## src/rtl/vme_bus_master.sv

```systemverilog
// rtl/vme_bus_master.sv - VME-style register bus initiator with command/response streams and timeout
//
// Purpose:
//   Accepts one command at a time on a valid/ready stream and issues a
//   single-cycle VMERdMem/VMEWrMem strobe. It then waits for the matching
//   Done or Error pulse, or for the timeout. The result is returned on a
//   valid/ready response stream.
//
// Ports:
//   Clk, rst_n                  clock, asynchronous active-low reset
//   cmd_valid/cmd_ready         command handshake (ready only in IDLE)
//   cmd_we, cmd_addr, cmd_wdata command fields (word address [19:2])
//   rsp_valid/rsp_ready         response handshake
//   rsp_rdata, rsp_err,
//   rsp_timeout                 response fields
//   err_cnt                     saturating count of error responses
//   VMEAddr, VMEWrData          bus address/data, held for the transaction
//   VMERdMem, VMEWrMem          one-cycle bus strobes
//   VMERdData                   bus read data, valid with VMERdDone
//   VMERdDone, VMEWrDone        completion pulses
//   VMERdError, VMEWrError      error pulses

module vme_bus_master #(
  parameter int G_TIMEOUT = 64
) (
  input  logic        Clk,
  input  logic        rst_n,
  input  logic        cmd_valid,
  output logic        cmd_ready,
  input  logic        cmd_we,
  input  logic [17:0] cmd_addr,
  input  logic [31:0] cmd_wdata,
  output logic        rsp_valid,
  input  logic        rsp_ready,
  output logic [31:0] rsp_rdata,
  output logic        rsp_err,
  output logic        rsp_timeout,
  output logic [7:0]  err_cnt,
  output logic [17:0] VMEAddr,
  output logic [31:0] VMEWrData,
  output logic        VMERdMem,
  output logic        VMEWrMem,
  input  logic [31:0] VMERdData,
  input  logic        VMERdDone,
  input  logic        VMEWrDone,
  input  logic        VMERdError,
  input  logic        VMEWrError
);

  localparam logic [15:0] L_TIMEOUT = 16'(G_TIMEOUT);

  typedef enum logic [1:0] {
    S_IDLE = 2'd0,
    S_WAIT = 2'd1,
    S_RESP = 2'd2
  } state_t;

  state_t      r_state;
  state_t      w_state_nxt;

  // Registered datapath and its next values
  logic [15:0] r_cnt,       w_cnt_nxt;
  logic        r_we,        w_we_nxt;
  logic [17:0] r_addr,      w_addr_nxt;
  logic [31:0] r_wdata,     w_wdata_nxt;
  logic        r_rdmem,     w_rdmem_nxt;
  logic        r_wrmem,     w_wrmem_nxt;
  logic        r_rsp_valid, w_rsp_valid_nxt;
  logic [31:0] r_rsp_rdata, w_rsp_rdata_nxt;
  logic        r_rsp_err,   w_rsp_err_nxt;
  logic        r_rsp_to,    w_rsp_to_nxt;
  logic [7:0]  r_err_cnt,   w_err_cnt_nxt;

  // Direction-filtered completion inputs: a read only listens to the read
  // pulses and a write only to the write pulses.
  logic        w_done;
  logic        w_err;
  // r_cnt == 0 marks the strobe cycle itself; answers are only sampled from
  // wait cycle 1 onward.
  logic        w_live;
  logic        w_last;
  logic        w_accept;

  assign w_done   = r_we ? VMEWrDone  : VMERdDone;
  assign w_err    = r_we ? VMEWrError : VMERdError;
  assign w_live   = (r_cnt != 16'd0);
  assign w_last   = (r_cnt == L_TIMEOUT);
  assign w_accept = cmd_valid && (r_state == S_IDLE);

  // State register
  always_ff @(posedge Clk or negedge rst_n) begin
    if (!rst_n) begin
      r_state <= S_IDLE;
    end else begin
      r_state <= w_state_nxt;
    end
  end

  // Next-state logic
  always_comb begin
    w_state_nxt = r_state;
    case (r_state)
      S_IDLE: if (cmd_valid) w_state_nxt = S_WAIT;
      S_WAIT: if (w_live && (w_done || w_err || w_last)) w_state_nxt = S_RESP;
      S_RESP: if (rsp_ready) w_state_nxt = S_IDLE;
      default: w_state_nxt = S_IDLE;
    endcase
  end

  // Output logic: next values of every registered output
  always_comb begin
    w_cnt_nxt       = r_cnt;
    w_we_nxt        = r_we;
    w_addr_nxt      = r_addr;
    w_wdata_nxt     = r_wdata;
    w_rdmem_nxt     = 1'b0;
    w_wrmem_nxt     = 1'b0;
    w_rsp_valid_nxt = r_rsp_valid;
    w_rsp_rdata_nxt = r_rsp_rdata;
    w_rsp_err_nxt   = r_rsp_err;
    w_rsp_to_nxt    = r_rsp_to;
    w_err_cnt_nxt   = r_err_cnt;

    case (r_state)
      S_IDLE: begin
        if (w_accept) begin
          w_addr_nxt  = cmd_addr;
          w_wdata_nxt = cmd_wdata;
          w_we_nxt    = cmd_we;
          w_wrmem_nxt = cmd_we;
          w_rdmem_nxt = !cmd_we;
          w_cnt_nxt   = 16'd0;
        end
      end
      S_WAIT: begin
        if (!w_live) begin
          w_cnt_nxt = 16'd1;
        end else if (w_err) begin
          // Error wins over a Done in the same cycle
          w_rsp_valid_nxt = 1'b1;
          w_rsp_err_nxt   = 1'b1;
          w_rsp_to_nxt    = 1'b0;
          w_rsp_rdata_nxt = 32'd0;
          if (r_err_cnt != 8'hFF) w_err_cnt_nxt = r_err_cnt + 8'd1;
        end else if (w_done) begin
          w_rsp_valid_nxt = 1'b1;
          w_rsp_err_nxt   = 1'b0;
          w_rsp_to_nxt    = 1'b0;
          w_rsp_rdata_nxt = r_we ? 32'd0 : VMERdData;
        end else if (w_last) begin
          w_rsp_valid_nxt = 1'b1;
          w_rsp_err_nxt   = 1'b1;
          w_rsp_to_nxt    = 1'b1;
          w_rsp_rdata_nxt = 32'd0;
          if (r_err_cnt != 8'hFF) w_err_cnt_nxt = r_err_cnt + 8'd1;
        end else begin
          w_cnt_nxt = r_cnt + 16'd1;
        end
      end
      S_RESP: begin
        if (rsp_ready) w_rsp_valid_nxt = 1'b0;
      end
      default: begin
        w_rsp_valid_nxt = 1'b0;
      end
    endcase
  end

  // Datapath registers
  always_ff @(posedge Clk or negedge rst_n) begin
    if (!rst_n) begin
      r_cnt       <= 16'd0;
      r_we        <= 1'b0;
      r_addr      <= 18'd0;
      r_wdata     <= 32'd0;
      r_rdmem     <= 1'b0;
      r_wrmem     <= 1'b0;
      r_rsp_valid <= 1'b0;
      r_rsp_rdata <= 32'd0;
      r_rsp_err   <= 1'b0;
      r_rsp_to    <= 1'b0;
      r_err_cnt   <= 8'd0;
    end else begin
      r_cnt       <= w_cnt_nxt;
      r_we        <= w_we_nxt;
      r_addr      <= w_addr_nxt;
      r_wdata     <= w_wdata_nxt;
      r_rdmem     <= w_rdmem_nxt;
      r_wrmem     <= w_wrmem_nxt;
      r_rsp_valid <= w_rsp_valid_nxt;
      r_rsp_rdata <= w_rsp_rdata_nxt;
      r_rsp_err   <= w_rsp_err_nxt;
      r_rsp_to    <= w_rsp_to_nxt;
      r_err_cnt   <= w_err_cnt_nxt;
    end
  end

  assign cmd_ready   = (r_state == S_IDLE);
  assign rsp_valid   = r_rsp_valid;
  assign rsp_rdata   = r_rsp_rdata;
  assign rsp_err     = r_rsp_err;
  assign rsp_timeout = r_rsp_to;
  assign err_cnt     = r_err_cnt;
  assign VMEAddr     = r_addr;
  assign VMEWrData   = r_wdata;
  assign VMERdMem    = r_rdmem;
  assign VMEWrMem    = r_wrmem;

endmodule

```

## config.mk

```make
export PLATFORM = sky130hd
export DESIGN_NAME = vme_bus_master
export DESIGN_NICKNAME = d
export VERILOG_FILES = /design/src/rtl/vme_bus_master.sv
export SDC_FILE = /design/constraint.sdc
export NUM_CORES = 1
export LEC_CHECK = 0
export CAP_MARGIN = 40
export CELL_PAD_IN_SITES_DETAIL_PLACEMENT = 0
export CELL_PAD_IN_SITES_GLOBAL_PLACEMENT = 2
export CORE_MARGIN = 1
export CORE_UTILIZATION = 26
export CTS_CLUSTER_DIAMETER = 50
export DETAILED_ROUTE_END_ITERATION = 8
export PLACE_DENSITY_LB_ADDON = 0.1
export SKIP_CTS_REPAIR_TIMING = 1
export SLEW_MARGIN = 20
export SYNTH_ARGS = -nofsm -noshare
export SYNTH_HDL_FRONTEND = slang
export SYNTH_SLANG_ARGS = --single-unit
```

## constraint.sdc

```tcl
create_clock -name Clk -period 2.9 [get_ports Clk]
set_input_delay 0.87 -clock Clk [delete_from_list [all_inputs] [get_ports Clk]]
set_output_delay 0.87 -clock Clk [all_outputs]
set_load 0.005 [all_outputs]
```

After elaboration in Yosys (flattened, before gate mapping)
Cells that the tools add are included.
W data, S select, Z words.

storage, ports and cells
  register bits = 114

operators by class
  $add $sub $neg = 2
  equal/unequal tests = 14
  multiplexer cells = 33
  bitwise logic cells = 1
  reductions and logical operators = 16

operator list
  cell                     count
  $mux W32                 4
  $mux W16                 5
  $mux W8                  4
  $pmux W16 S2             1
  $add A16 B1 Y16 const B  1
  $eq A16 B7 Y1 const B    1
  $reduce_bool A16 Y1      1
  $mux W1                  14
  $ne A3 B3 Y1 const B     3
  $add A8 B1 Y8 const B    1
  $ne A2 B2 Y1 const B     4
  $ne A8 B8 Y1 const B     1
  $reduce_and A4 Y1        2
  $mux W2                  3
  $pmux W2 S3              1
  $reduce_and A3 Y1        2
  $reduce_and A5 Y1        1
  $ne A2 B1 Y1 const B     2
  $ne A4 B4 Y1 const B     1
  $reduce_bool A2 Y1       2
  $pmux W1 S3              1
  $reduce_bool A3 Y1       1
  $eq A2 B1 Y1 const B     1
  $eq A2 B2 Y1 const B     1
  other kinds (6)          8

Longest topological paths before layout
Gate-level depths: netlist (run 1).

  depth in word-level cells = 6
  gate-level depth with buffers = 10

Worst setup path after synthesis (run 1)
Ideal clock, no wire load.

  path kind = flip-flop to flip-flop
  start = reg r_cnt[8]
  end = reg r_err_cnt[1], in the netlist err_cnt[1]
  data arrival time = 2.410 ns
  required time = 2.772 ns
  path slack = 0.363 ns
  stages on the path, launching flop included = 7
  path buffers = 1
  period minus slack after synthesis = 2.537 ns
  cells stage by stage = dfrtp_1 or4_1 or4_1 buf_6 o21a_4 nor3b_2 mux2_1

on the way
  word-level cells in the longest chain between the ends = 3

RTL lines
  what                                    line  text
  start: declaration                      62    logic [15:0] r_cnt, w_cnt_nxt;
  start signal: assignment                184   r_cnt <= w_cnt_nxt;
  $eq A16 B7 Y1                           87    assign w_last = (r_cnt == L_TIMEOUT);
  $reduce_bool A2 Y1 (no source line)     n/a
  $reduce_and A4 Y1 (no source line) (*)  n/a
  end signal: assignment                  194   r_err_cnt <= w_err_cnt_nxt;
  end: declaration                        72    logic [7:0] r_err_cnt, w_err_cnt_nxt;

Mark *: on every way between the ends. The rest lies on a longest branch, timed or not.
A chain may end at the register's enable or synchronous reset.

Worst setup path in the final report (run 1)
  start = reg r_cnt[9]
  end = reg r_err_cnt[1], in the netlist err_cnt[1]

Same word-level chain as after synthesis.

==> results of run 1 <==
==> per-stage QoR <==
step	total power, mW	instances	hold WS (ps)
after CTS	8.19	990	406
after detailed placement	5.97	959	461
after global placement	5.93	959	458
after floorplan	4.05	531	465
final	8.03	990	408
after global routing	8.63	990	416
==> layout make-up <==
type	instances	area [um^2]	share of cell area
tap	260	325	0.0415
inverter	3	11.3	0.00144
sequential	114	2850	0.364
clock buffer	21	470	0.0600
clock inverter	10	133	0.0169
timing repair buffer	201	2020	0.258
multi-input combinational	381	2030	0.259
==> path summary, 6_finish.rpt <==
kind | endpoint | slack [ps] | depth (start not counted)
worst max-delay path | err_cnt[1] | 290 | 5
worst min-delay path | err_cnt[0] | 410 | 1
worst max register to register | err_cnt[1] | 290 | 5
worst min register to register | VMEWrData[13] | 470 | 2
max in group asynchronous | rsp_rdata[7] | 1860 | 2
min in group Clk | VMEWrData[13] | 470 | 2
==> synth_stat cells, types with 6 or more instances <==
cell      number  area share
nand4_1        7      0.0087
nor2_1        11      0.0082
xor2_1         6       0.010
o22ai_1        6      0.0075
o21ai_0       35       0.035
nand2_1      192        0.14
dfrtp_1      114        0.57
nor3_1        15       0.015
a21o_1        12       0.018
o31ai_1       32       0.048
nand3_1        6      0.0060
and3_1         7      0.0087
clkbuf_1      25       0.019
==> cells by family after synthesis <==
kind of cell	share of synthesized area
compound gates	0.144
xor+xnor	0.0104
fa+ha+maj	0.00746
buf+inv	0.0326
flops	0.567
mux	0.0109
simple gates	0.228
==> sequential cells by signal, summed over array words and instances (netlist names) <==
name,count
rsp_err,1
rsp_valid,1
r_we,1
r_state,2
r_cnt,16
err_cnt,8
VMEAddr,18
VMERdMem,1
VMEWrData,32
VMEWrMem,1
rsp_rdata,32
rsp_timeout,1
==> placed cells by master, fill, tap and decap left out, types with 5 or more instances in the layout <==
cell type,instances
clkbuf_16,17
o2bb2ai_1,5
buf_4,12
nand2_1,191
clkdlybuf4s50_1,185
nand4_1,7
and3_1,7
a21o_1,12
nor3_1,15
o22ai_1,6
o21ai_0,35
nor2_1,10
dfrtp_1,114
o31ai_1,32
nand3_1,6
nor3b_1,5
xor2_1,6
==> per-layer routing <==
metal  vias up  GRT usage  wire (um)
met2       113      0.262       7460
met4         0     0.0709        412
met3        27     0.0693       1060
met1      2106      0.193       6400
li1       2197          -          -
met5         -          0          0
==> critical path, stage by stage, from the launching register on <==
cell and delay [ps]:
dfrtp_1 430, or4_1 560, or4_4 660, o21a_4 290
nor3b_2 220, mux2_1 340
==> power groups by stage <==
stage	Clock, mW	Combinational [mW]	Sequential [mW]
2_1_floorplan	0	1.38	2.67
3_3_place_gp	0	3.29	2.64
3_5_place_dp	0	3.32	2.65
4_1_cts	2.22	3.32	2.65
5_1_grt	2.30	3.60	2.73
6_report	2.14	3.26	2.64
==> results.json, run 1 <==
{
  "crit_type": "reg2reg",
  "startpoint_type": "flip-flop",
  "antenna_left": 0,
  "io_pins": 187,
  "drc": 0,
  "vias_per_cell": 4.49,
  "row_count": 50,
  "root_buffer": "clkbuf_16",
  "fillers": 1849,
  "clkTransAtPathRegs_ps": 60,
  "final-setup-viol-count": 0,
  "cp-end-kind": "flip-flop",
  "cts.sinks": 114,
  "irDropWorstVdd_uv": 467,
  "final_nets": 812,
  "fin_area_um2": 7850,
  "r2r_start": "r_cnt[9]",
  "synth_cells": 531,
  "p_comb_frac": 0.405,
  "cts_tree": "yes",
  "clock_latency_ps": 410,
  "tns_ps": 0,
  "hold_viol_final": 0,
  "slew_viol_final": 0,
  "die_w_um": 141,
  "post-route-util": 0.417,
  "worstPathArrival_ps": 2910,
  "synth_edf_count": 0,
  "dr.pass1.iters": 4,
  "worstPathMaxFanout": 9,
  "clkPwrFrac": 0.266,
  "synthFlopType": "dfrtp_1",
  "maxCapViolCount": 0,
  "status": "complete, no violations",
  "cts_buffers": 17,
  "min_period_ps": 2610,
  "grt_use_total": 0.164,
  "num_vias": 4443,
  "relSlewSlack": 0.550,
  "worst_pin_slew_ps": 674,
  "swShare": 0.329,
  "antenna_cells": 0,
  "fmax_mhz": 383,
  "syn_to_final_growth_pct": 55.8,
  "drive_gt1_frac": 0.0808,
  "synth-seq-area-share": 0.567,
  "grt_pass1_wl_mm": 25.1,
  "switchingPower_mw": 2.65,
  "synth_warnings": 0,
  "grt_start_max_net_pins": 67,
  "hp-class": "in2async",
  "antenna_found_initial": 0,
  "startpoint": "r_cnt[9]",
  "wl_per_cell_um": 15.5,
  "cp_data_required_time_ps": 3190,
  "gp_congestion": 0.749,
  "grt_pass1_vias": 4639,
  "die_h_um": 141,
  "start_util": 0.267,
  "port_buffers": 186,
  "intPower_mw": 5.39,
  "hpwl_mm": 10.6,
  "p_leak_nw": 3.51,
  "timing.final.crit_share": 0.901,
  "rsz0062_at_grt": "no",
  "place_area_um2": 7240,
  "clk_path_buf_depth": 2,
  "first_iter_violations": 187,
  "avgSynthCellArea_um2": 9.48,
  "wl_mm": 15.3,
  "core-area_um2": 18800,
  "synth.distinct_cells": 45,
  "setup_ws_ps": 287,
  "dieArea_um2": 19900,
  "syn_nets": 625,
  "seqPwrFrac": 0.329,
  "finClkSkew_ps": 7.99,
  "dp_slack_ps": 73.4,
  "syn_area_um2": 5030,
  "ys_ff_latch": 114,
  "grt-ovfl-total": 0,
  "synthArstFlopShare": 1.00,
  "power_density_nw_per_um2": 1020,
  "cts.htree.levels": 4
}
(Power assumes the default switching activity.)
==> run 2, diff against run 1 <==
--- a/config.mk
+++ b/config.mk
@@ -9,8 +9,9 @@
 export CELL_PAD_IN_SITES_DETAIL_PLACEMENT = 0
 export CELL_PAD_IN_SITES_GLOBAL_PLACEMENT = 2
 export CORE_MARGIN = 1
-export CORE_UTILIZATION = 26
+export CORE_UTILIZATION = 28
 export CTS_CLUSTER_DIAMETER = 50
+export CTS_CLUSTER_SIZE = 12
 export DETAILED_ROUTE_END_ITERATION = 8
 export PLACE_DENSITY_LB_ADDON = 0.1
 export SKIP_CTS_REPAIR_TIMING = 1
==> constraint.sdc (replaced) <==
create_clock -name Clk -period 3.05 [get_ports Clk]
set_input_delay 0.915 -clock Clk [delete_from_list [all_inputs] [get_ports Clk]]
set_output_delay 0.915 -clock Clk [all_outputs]
set_load 0.005 [all_outputs]
==> run 2 against run 1 <==
  * Sequential power fell by 5%
  * Global-route usage rose by 0.54 points
  * Combinational power is 6% lower
  * Clock skew rose by 2.0 ps
  * Via count up 0.65%
  * Critical endpoint is now rsp_rdata[18]
  * Largest power group unchanged
  * Final area fell by 0.56%
  * Count of clock-buffer cells in the layout grew 2
  * Fmax decreased by 4.6%
==> results.json, run 2 (synthesized netlist as in run 1, its figures left out) <==
{
  "mostFrequentLayoutCell": "nand2_1",
  "worst_pin_slew_ps": 600,
  "dr.pass1.iters": 4,
  "port_buffers": 186,
  "root_buffer": "clkbuf_16",
  "hold_viol_final": 0,
  "core-area_um2": 17400,
  "crit_slowest_cell": "or4_1",
  "layout_common_cells": "191 x nand2_1, 185 x clkdlybuf4s50_1, 114 x dfrtp_1, 35 x o21ai_0, 32 x o31ai_1",
  "slowest_delay_ps": 570,
  "die_w_um": 136,
  "final-setup-viol-count": 0,
  "grt_pass1_vias": 4382,
  "hpwl_mm": 10.4,
  "worstPathMaxFanout": 65,
  "cts.htree.levels": 4,
  "syn_to_final_growth_pct": 54.9,
  "cts_tree": "yes",
  "clock_latency_ps": 410,
  "clkTransAtPathRegs_ps": 50,
  "clk_path_buf_depth": 2,
  "gp_congestion": 0.724,
  "post-route-util": 0.448,
  "cpMostUsedCell": "or4_1",
  "antenna_found_initial": 0,
  "slew_viol_final": 0,
  "fmax_mhz": 365,
  "final_nets": 810,
  "die_h_um": 136,
  "p_leak_nw": 3.50,
  "grt_pass1_wl_mm": 23.7,
  "relSlewSlack": 0.599,
  "status": "complete, no violations",
  "grt-ovfl-total": 0,
  "antenna_cells": 0,
  "startpoint_type": "flip-flop",
  "drc": 0,
  "fillers": 1684,
  "power_density_nw_per_um2": 989,
  "io_pins": 187,
  "wl_met1_mm": 6.16,
  "maxCapViolCount": 0,
  "cp_cell_sequence": "or4_1 > or4_1 > buf_4 > mux2i_4 > buf_6 > o21ai_0 > o31ai_1",
  "cts.sinks": 114,
  "grt_use_total": 0.170,
  "worstPathArrival_ps": 3040,
  "wl_met3_mm": 1.07,
  "irDropWorstVdd_uv": 556,
  "row_count": 48,
  "vias_per_cell": 4.69,
  "timing.final.crit_share": 0.898,
  "cp-end-kind": "flip-flop",
  "dieArea_um2": 18500,
  "rsz0062_at_grt": "no",
  "first_iter_violations": 278,
  "min_period_ps": 2740,
  "drive_gt1_frac": 0.0754,
  "antenna_left": 0,
  "wl_per_cell_um": 15.8,
  "tns_ps": 0,
  "wl_met2_mm": 7.73,
  "wl_mm": 15.1,
  "crit_type": "reg2reg",
  "finClkSkew_ps": 10.0,
  "grt_start_max_net_pins": 66,
  "cp_data_required_time_ps": 3350,
  "start_util": 0.289,
  "hp-class": "reg2reg",
  "top_layer_used": "met4",
  "cts_buffers": 17,
  "num_vias": 4472
}
-- run 2: layer usage --
| metal | vias to the layer above | GRT usage |
|---|---|---|
| met5 | - | 0 |
| met4 | 0 | 0.0611 |
| met3 | 10 | 0.0694 |
| met2 | 99 | 0.275 |
| met1 | 2167 | 0.201 |
| li1 | 2196 | - |
-- run 2: power breakdown --
| group | leakage, nW | switching [mW] | internal [mW] |
|---|---|---|---|
| clock network | 0.299 | 0.701 | 1.43 |
| registers | 1.47 | 0.377 | 2.14 |
| logic | 1.73 | 1.44 | 1.63 |
-- run 2: per-stage QoR --
step                total power [mW]  instance area, um^2  setup WS, ps  hold slack (ps)  cells
floorplan                       3.85                 5030           513              465    531
global placement                5.60                 7170           223              458    922
detailed placement              5.65                 7170           154              462    922
CTS                             7.85                 7800           176              475    954
global route                    8.25                 7800           142              491    954
finish                          7.71                 7800           312              471    954
-- run 2: worst paths after layout --
kind,from,to,cells past startpoint,slack (ps)
worst max register to register,r_cnt[8],rsp_rdata[18],7,310
worst min-delay path,VMEWrData[8],VMEWrData[8],2,470
max in group asynchronous,rst_n,rsp_rdata[28],2,1940
min in group asynchronous,rst_n,err_cnt[5],1,480
worst min register to register,VMEWrData[8],VMEWrData[8],2,470
worst max-delay path,r_cnt[8],rsp_rdata[18],7,310
-- run 2: final cells by class --
cell class	count	area [um^2]	area share
clock buffers	23	478	0.0613
flip-flops and latches	114	2850	0.366
clock inverters	9	153	0.0196
repair buffers	199	2000	0.256
multi-input cells	381	2030	0.260
inverters	3	11.3	0.00144
well taps	225	282	0.0361
-- run 2: critical path: cells and delay by family, from the launching register on --
| family | cells | cell delay, ps |
|---|---|---|
| compound gates | 2 | 240 |
| buf+inv | 2 | 600 |
| flops | 1 | 440 |
| mux | 1 | 210 |
| simple gates | 2 | 1110 |
